===== src/rtl/uart_tx_fifo_pkg.sv =====
// rtl/uart_tx_fifo_pkg.sv - shared constants and FSM encoding for the UART TX byte buffer
package uart_tx_fifo_pkg;

  localparam int BYTE_W        = 8;
  localparam int DEFAULT_DEPTH = 16;

  typedef enum logic [1:0] {
    S_DRAIN = 2'd0,
    S_IDLE  = 2'd1,
    S_REQ   = 2'd2
  } tx_state_e;

endpackage


===== src/rtl/uart_tx_fifo_sync_fifo.sv =====
// rtl/uart_tx_fifo_sync_fifo.sv - generic DEPTH x byte synchronous FIFO with registered flags
module sync_fifo
  import uart_tx_fifo_pkg::*;
#(
  parameter  int DEPTH = DEFAULT_DEPTH,
  localparam int AW    = $clog2(DEPTH)
) (
  input  logic              clk,
  input  logic              rst_n,
  input  logic              wr,
  input  logic [BYTE_W-1:0] wr_data,
  input  logic              rd,
  input  logic              clr_ovf,
  output logic [BYTE_W-1:0] rd_data,
  output logic              full,
  output logic              empty,
  output logic [AW:0]       count,
  output logic              overflow
);

  localparam logic [AW:0] DEPTH_CNT = (AW+1)'(DEPTH);

  logic [BYTE_W-1:0] mem_q [DEPTH];
  logic [AW-1:0]     wr_ptr_q, wr_ptr_d;
  logic [AW-1:0]     rd_ptr_q, rd_ptr_d;
  logic [AW:0]       count_q, count_d;
  logic              full_q, full_d;
  logic              empty_q, empty_d;
  logic              ovf_q, ovf_d;
  logic              wr_ok, rd_ok;

  // Acceptance uses the pre-edge flags, so a write while full is dropped even if a pop coincides.
  always_comb begin
    wr_ok    = wr && !full_q;
    rd_ok    = rd && !empty_q;
    wr_ptr_d = wr_ok ? wr_ptr_q + 1'b1 : wr_ptr_q;
    rd_ptr_d = rd_ok ? rd_ptr_q + 1'b1 : rd_ptr_q;
    count_d  = count_q;
    if (wr_ok && !rd_ok) begin
      count_d = count_q + 1'b1;
    end else if (rd_ok && !wr_ok) begin
      count_d = count_q - 1'b1;
    end
    full_d  = (count_d == DEPTH_CNT);
    empty_d = (count_d == '0);
    ovf_d   = (ovf_q && !clr_ovf) || (wr && full_q);
  end

  always_ff @(posedge clk) begin
    if (!rst_n) begin
      wr_ptr_q <= '0;
      rd_ptr_q <= '0;
      count_q  <= '0;
      full_q   <= 1'b0;
      empty_q  <= 1'b1;
      ovf_q    <= 1'b0;
    end else begin
      wr_ptr_q <= wr_ptr_d;
      rd_ptr_q <= rd_ptr_d;
      count_q  <= count_d;
      full_q   <= full_d;
      empty_q  <= empty_d;
      ovf_q    <= ovf_d;
    end
  end

  always_ff @(posedge clk) begin
    if (wr_ok) begin
      mem_q[wr_ptr_q] <= wr_data;
    end
  end

  assign rd_data  = mem_q[rd_ptr_q];
  assign full     = full_q;
  assign empty    = empty_q;
  assign count    = count_q;
  assign overflow = ovf_q;

endmodule


===== src/rtl/uart_tx_fifo.sv =====
// rtl/uart_tx_fifo.sv - byte FIFO feeding a UART transmitter's write/busy handshake
module uart_tx_fifo
  import uart_tx_fifo_pkg::*;
#(
  parameter  int DEPTH = DEFAULT_DEPTH,
  localparam int AW    = $clog2(DEPTH)
) (
  input  logic              i_clk,
  input  logic              i_rst_n,
  input  logic              i_wr,
  input  logic [BYTE_W-1:0] i_wr_data,
  output logic              o_full,
  output logic              o_empty,
  output logic [AW:0]       o_count,
  output logic              o_overflow,
  input  logic              i_clr_ovf,
  output logic              o_tx_write,
  output logic [BYTE_W-1:0] o_tx_data,
  input  logic              i_tx_busy
);

  logic [BYTE_W-1:0] fifo_rd_data;
  logic              fifo_empty;
  logic              pop;

  tx_state_e         state_q, state_d;
  logic              tx_write_q, tx_write_d;
  logic [BYTE_W-1:0] tx_data_q, tx_data_d;

  sync_fifo #(.DEPTH(DEPTH)) u_fifo (
    .clk      (i_clk),
    .rst_n    (i_rst_n),
    .wr       (i_wr),
    .wr_data  (i_wr_data),
    .rd       (pop),
    .clr_ovf  (i_clr_ovf),
    .rd_data  (fifo_rd_data),
    .full     (o_full),
    .empty    (fifo_empty),
    .count    (o_count),
    .overflow (o_overflow)
  );

  // The byte stays at the FIFO head until the transmitter shows busy; only then is it popped.
  always_comb begin
    state_d    = state_q;
    tx_write_d = tx_write_q;
    tx_data_d  = tx_data_q;
    pop        = 1'b0;
    unique case (state_q)
      S_DRAIN: begin
        tx_write_d = 1'b0;
        if (!i_tx_busy) state_d = S_IDLE;
      end
      S_IDLE: begin
        tx_write_d = 1'b0;
        if (!fifo_empty) begin
          tx_data_d  = fifo_rd_data;
          tx_write_d = 1'b1;
          state_d    = S_REQ;
        end
      end
      S_REQ: begin
        if (i_tx_busy) begin
          pop        = 1'b1;
          tx_write_d = 1'b0;
          state_d    = S_DRAIN;
        end
      end
      default: begin
        tx_write_d = 1'b0;
        state_d    = S_DRAIN;
      end
    endcase
  end

  always_ff @(posedge i_clk) begin
    if (!i_rst_n) begin
      state_q    <= S_DRAIN;
      tx_write_q <= 1'b0;
      tx_data_q  <= '0;
    end else begin
      state_q    <= state_d;
      tx_write_q <= tx_write_d;
      tx_data_q  <= tx_data_d;
    end
  end

  assign o_empty    = fifo_empty;
  assign o_tx_write = tx_write_q;
  assign o_tx_data  = tx_data_q;

endmodule


===== config.mk =====
export PLATFORM = sky130hd
export DESIGN_NAME = uart_tx_fifo
export DESIGN_NICKNAME = d
export VERILOG_FILES = /design/src/rtl/uart_tx_fifo_pkg.sv /design/src/rtl/uart_tx_fifo_sync_fifo.sv /design/src/rtl/uart_tx_fifo.sv
export SDC_FILE = /design/constraint.sdc
export NUM_CORES = 1
export LEC_CHECK = 0
export BUFFER_PORTS_ARGS = -buffer_cell sky130_fd_sc_hd__buf_2
export CAP_MARGIN = 5
export CORE_MARGIN = 2
export CORE_UTILIZATION = 65
export DETAILED_ROUTE_END_ITERATION = 8
export PLACE_DENSITY_LB_ADDON = 0.08
export SYNTH_ARGS = -nofsm -noshare
export SYNTH_HDL_FRONTEND = slang
export SYNTH_HIERARCHICAL = 1
export SYNTH_SLANG_ARGS = --single-unit
export TNS_END_PERCENT = 100

===== constraint.sdc =====
create_clock -name i_clk -period 5.45 [get_ports i_clk]
set_input_delay 0.8175 -clock i_clk [delete_from_list [all_inputs] [get_ports i_clk]]
set_output_delay 0.8175 -clock i_clk [all_outputs]
set_load 0.01 [all_outputs]

==> flow_metrics.env <==
export IMPL_worst_setup_hold_path_clk_slew_ns=0.06
export IMPL_grt_util_all_layers_pct=23.8
export IMPL_floorplan_initialDensity_pct=66.1
export IMPL_fin_skew_ns=0.00730
export IMPL_cp_data_arrival_time_ns=2.73
export IMPL_synthesis_instances=348
export IMPL_post_route_cells_drive_above_1_share_pct=19.8
export IMPL_cts_buffer_depth=2
export IMPL_ctsRootBufferMaster="sky130_fd_sc_hd__clkbuf_8"
export IMPL_synth_enable_flop_cells=128
export IMPL_synth_net_count=368
export IMPL_max_freq_mhz=385
export IMPL_maxCapViolCount=0
export IMPL_core_area_sq_mm=0.00964
export IMPL_avgRoutedWirePerCell_microns=22.4
export IMPL_outcome="completed"
export IMPL_multi_input_gate_area_in_the_final_layout_sq_mm=0.00175
export IMPL_timing_worst_slew_pin_value_ns=1.08
export IMPL_grt_first_pass_wirelength_microns=17200
export IMPL_worstPathBufferInverterCount=1
export IMPL_grt_max_degree=33
export IMPL_placementRows=36
export IMPL_fin_tns_setup_ns=0
export IMPL_cts_hold_buf=0
export IMPL_place_port_buffers=29
export IMPL_yosysSeqAreaShare_pct=70.1
export IMPL_vias_in_the_first_global_route=2934
export IMPL_dieHeight_microns=103
export IMPL_crit_required_ns=5.58
export IMPL_critPathCaptureType="flip-flop"
export IMPL_drt_pre_antenna_iters=5
export IMPL_slew_headroom_pct=27.2
export IMPL_synth_most_common_cell="sky130_fd_sc_hd__edfxtp_1"
export IMPL_viasPerCell=6.10
export IMPL_crit_type="in -> reg"
export IMPL_cts_repair_resize_count=0
export IMPL_hold_start="o_tx_data[2]"
export IMPL_timing_hold_worst_class="reg -> reg"
export IMPL_crit_path_max_fanout=10
export IMPL_unrepaired_setup_endpoints_after_global_routing="no"
export IMPL_timing_reg2reg_setup_slack_ns=2.89
export IMPL_htreeDepth=4
export IMPL_antenna_diode_count=0
export IMPL_clock_latency_reported_for_the_late_side_of_the_worst_skew_pair_ns=0.51
export IMPL_detailedRoute_firstIterationViolations=289
export IMPL_ys_seq_elements=159
export IMPL_slowest_delay_ns=0.89
export IMPL_cts_made_buffers=17
export IMPL_timing_critical_path_max_delay_family="simple AND/OR/NAND/NOR gates"
export IMPL_antenna_left=0
export IMPL_post_synthesis_async_set_or_reset_flop_share_pct=0
export IMPL_p_leak_nw=2.39
export IMPL_cts_sink_count=159
export IMPL_post_synth_cell_area_avg_sq_um=18.3
export IMPL_path_cells="buf_2 -> nor2b_1 -> nand2_1 -> nor3_1"
export IMPL_rr_worst_depth=4
export IMPL_die_area_sq_mm=0.0106
export IMPL_ys_types=42
export IMPL_design_power_total_mw=2.55
export IMPL_place_gp_congestion=0.916
export IMPL_layout_nets=400
export IMPL_ioPinCount=30
export IMPL_peakVddDrop_mv=0.308
export IMPL_post_synth_top_area_fraction_pct=60.3
export IMPL_clock_tree_from_tritoncts="built"
export IMPL_max_slew_violation_total_from_the_final_report=0
export IMPL_whs_endpoint="o_tx_data[2]"
export IMPL_wirelength_microns=11800
export IMPL_timing_final_crit_period_ns=2.60
export IMPL_rr_endpoint="o_tx_data[3]"
export IMPL_floorplan_die_width_microns=103
export IMPL_timing_final_crit_share_pct=47.7
export IMPL_area_of_all_sequential_standard_cells_sq_mm=0.00447
export IMPL_final_setup_viol_count=0
export IMPL_area_growth_syn_to_fin_pct=11.7
export IMPL_via_count=3208
export IMPL_hpwl_microns=7480
export IMPL_yosys_warnings=6
export IMPL_grt_antenna_before_repair=0
export IMPL_synth_main_ff_cell="sky130_fd_sc_hd__edfxtp_1"
export IMPL_endpoints_failing_hold=0
export IMPL_fillCellCount=597
export IMPL_cell_taking_the_most_area_after_synthesis="sky130_fd_sc_hd__edfxtp_1"
export IMPL_cpMaxStageDelayCell="sky130_fd_sc_hd__nor3_1"
export IMPL_global_route_overflow=0
export IMPL_ys_top_cells_by_count="128 x sky130_fd_sc_hd__edfxtp_1, 31 x sky130_fd_sc_hd__dfxtp_1, 30 x sky130_fd_sc_hd__nand2_1"
export IMPL_power_density_mw_per_mm2=358
export IMPL_final_util_pct=73.8
export IMPL_cts_post_setup_buffers_inserted=0
export IMPL_holdPathStages=2
export IMPL_drcViolationCount=0
export IMPL_yosys_top_cells_area="sky130_fd_sc_hd__edfxtp_1 60%, sky130_fd_sc_hd__mux4_1 9.9%, sky130_fd_sc_hd__dfxtp_1 9.7%, sky130_fd_sc_hd__mux4_2 5.7%, sky130_fd_sc_hd__nand2_1 1.8%"
export IMPL_syn_cell_area_sq_mm=0.00637
export IMPL_start_kind="primary input"
[how the worst max path moves through the flow]
stage,startpoint,end,slack [ns],cells after the start
after floorplan,i_tx_busy,u_fifo/empty,3.21,7
after global placement,i_wr,u_fifo/mem_q[3][0],2.52,4
after detailed placement,i_wr,u_fifo/mem_q[3][0],2.35,4
after CTS,flip-flop,o_tx_data[3],2.85,4
after global routing,i_wr,u_fifo/mem_q[3][6],2.67,4
final,i_wr,u_fifo/mem_q[3][0],2.85,4
[cell type report]
class | instances | area share, %
multi-input cells | 166 | 24.6
repair buffers | 30 | 2.14
well taps | 133 | 2.34
inverters | 6 | 0.316
flip-flops and latches | 159 | 62.7
clock inverters | 11 | 1.65
clock buffers | 21 | 6.17
[logic make-up after synthesis]
logic type	after synthesis	share of synthesized area (%)
muxes	48	16.8
AOI/OAI and AO/OA	13	1.36
adders and majority gates	7	1.37
xor gates and xnor gates	10	1.37
and+or+nand+nor	88	6.60
buffers and inverters	23	2.42
DFF	159	70.1
[power by group]
group	internal (mW)	leakage [nW]	total [mW]	switching [mW]
Sequential	1.33	1.41	1.35	0.0152
Clock	0.660	0.261	1.10	0.440
Combinational	0.0400	0.715	0.102	0.0615
Total	2.03	2.39	2.55	0.517
[cells in the final DEF, fill, tap and decap left out, drive strengths merged, types with 2 or more instances in the layout]
cell type,synthesis,routed
xnor2,5,5
nand3,2,2
xor2,5,5
nor3,6,6
nor3b,2,2
o21a,2,2
clkinvlp,0,4
ha,7,7
clkinv,0,5
buf,12,30
dfxtp,31,31
and3,4,4
nor2,26,26
a21oi,5,5
nand4,2,2
clkbuf,5,21
nor2b,2,2
inv,6,6
bufinv,0,2
nand2b,6,6
edfxtp,128,128
nand2,30,30
mux2i,8,8
mux4,40,40
[state kept, by name (all words and copies together), names as in the netlist, named ones only]
| signal | cells |
|---|---|
| o_tx_write | 1 |
| state_q | 2 |
| u_fifo/overflow | 1 |
| u_fifo/wr_ptr_q | 4 |
| u_fifo/empty | 1 |
| u_fifo/full | 1 |
| o_tx_data | 8 |
| u_fifo/mem_q | 128 |
| u_fifo/rd_ptr_q | 4 |
| u_fifo/count | 5 |
[worst register-to-register path: cells and delay by family (launching register included)]
family,cells,cell delay [ns]
mux,3,1.38
simple gates,1,0.07
flops,1,0.97
[per-layer routing]
metal,track usage (%),share of wire (%),vias to the layer above
met5,0,0,-
met4,8.20,1.4,0
met3,5.08,4.8,13
met2,38.4,50,111
met1,32.9,44,1648
li1,-,-,1436
[stage by stage]
stage / instances / hold slack (ns) / setup slack (ns) / area (sq um)
3_3_place_gp: 494 / 0.439 / 2.52 / 6560
4_1_cts: 526 / 0.454 / 2.85 / 7120
3_5_place_dp: 494 / 0.446 / 2.35 / 6560
2_1_floorplan: 348 / 0.460 / 3.21 / 6370
6_report: 526 / 0.450 / 2.85 / 7120
5_1_grt: 526 / 0.476 / 2.67 / 7120
Power figures use the tool's default switching activity.
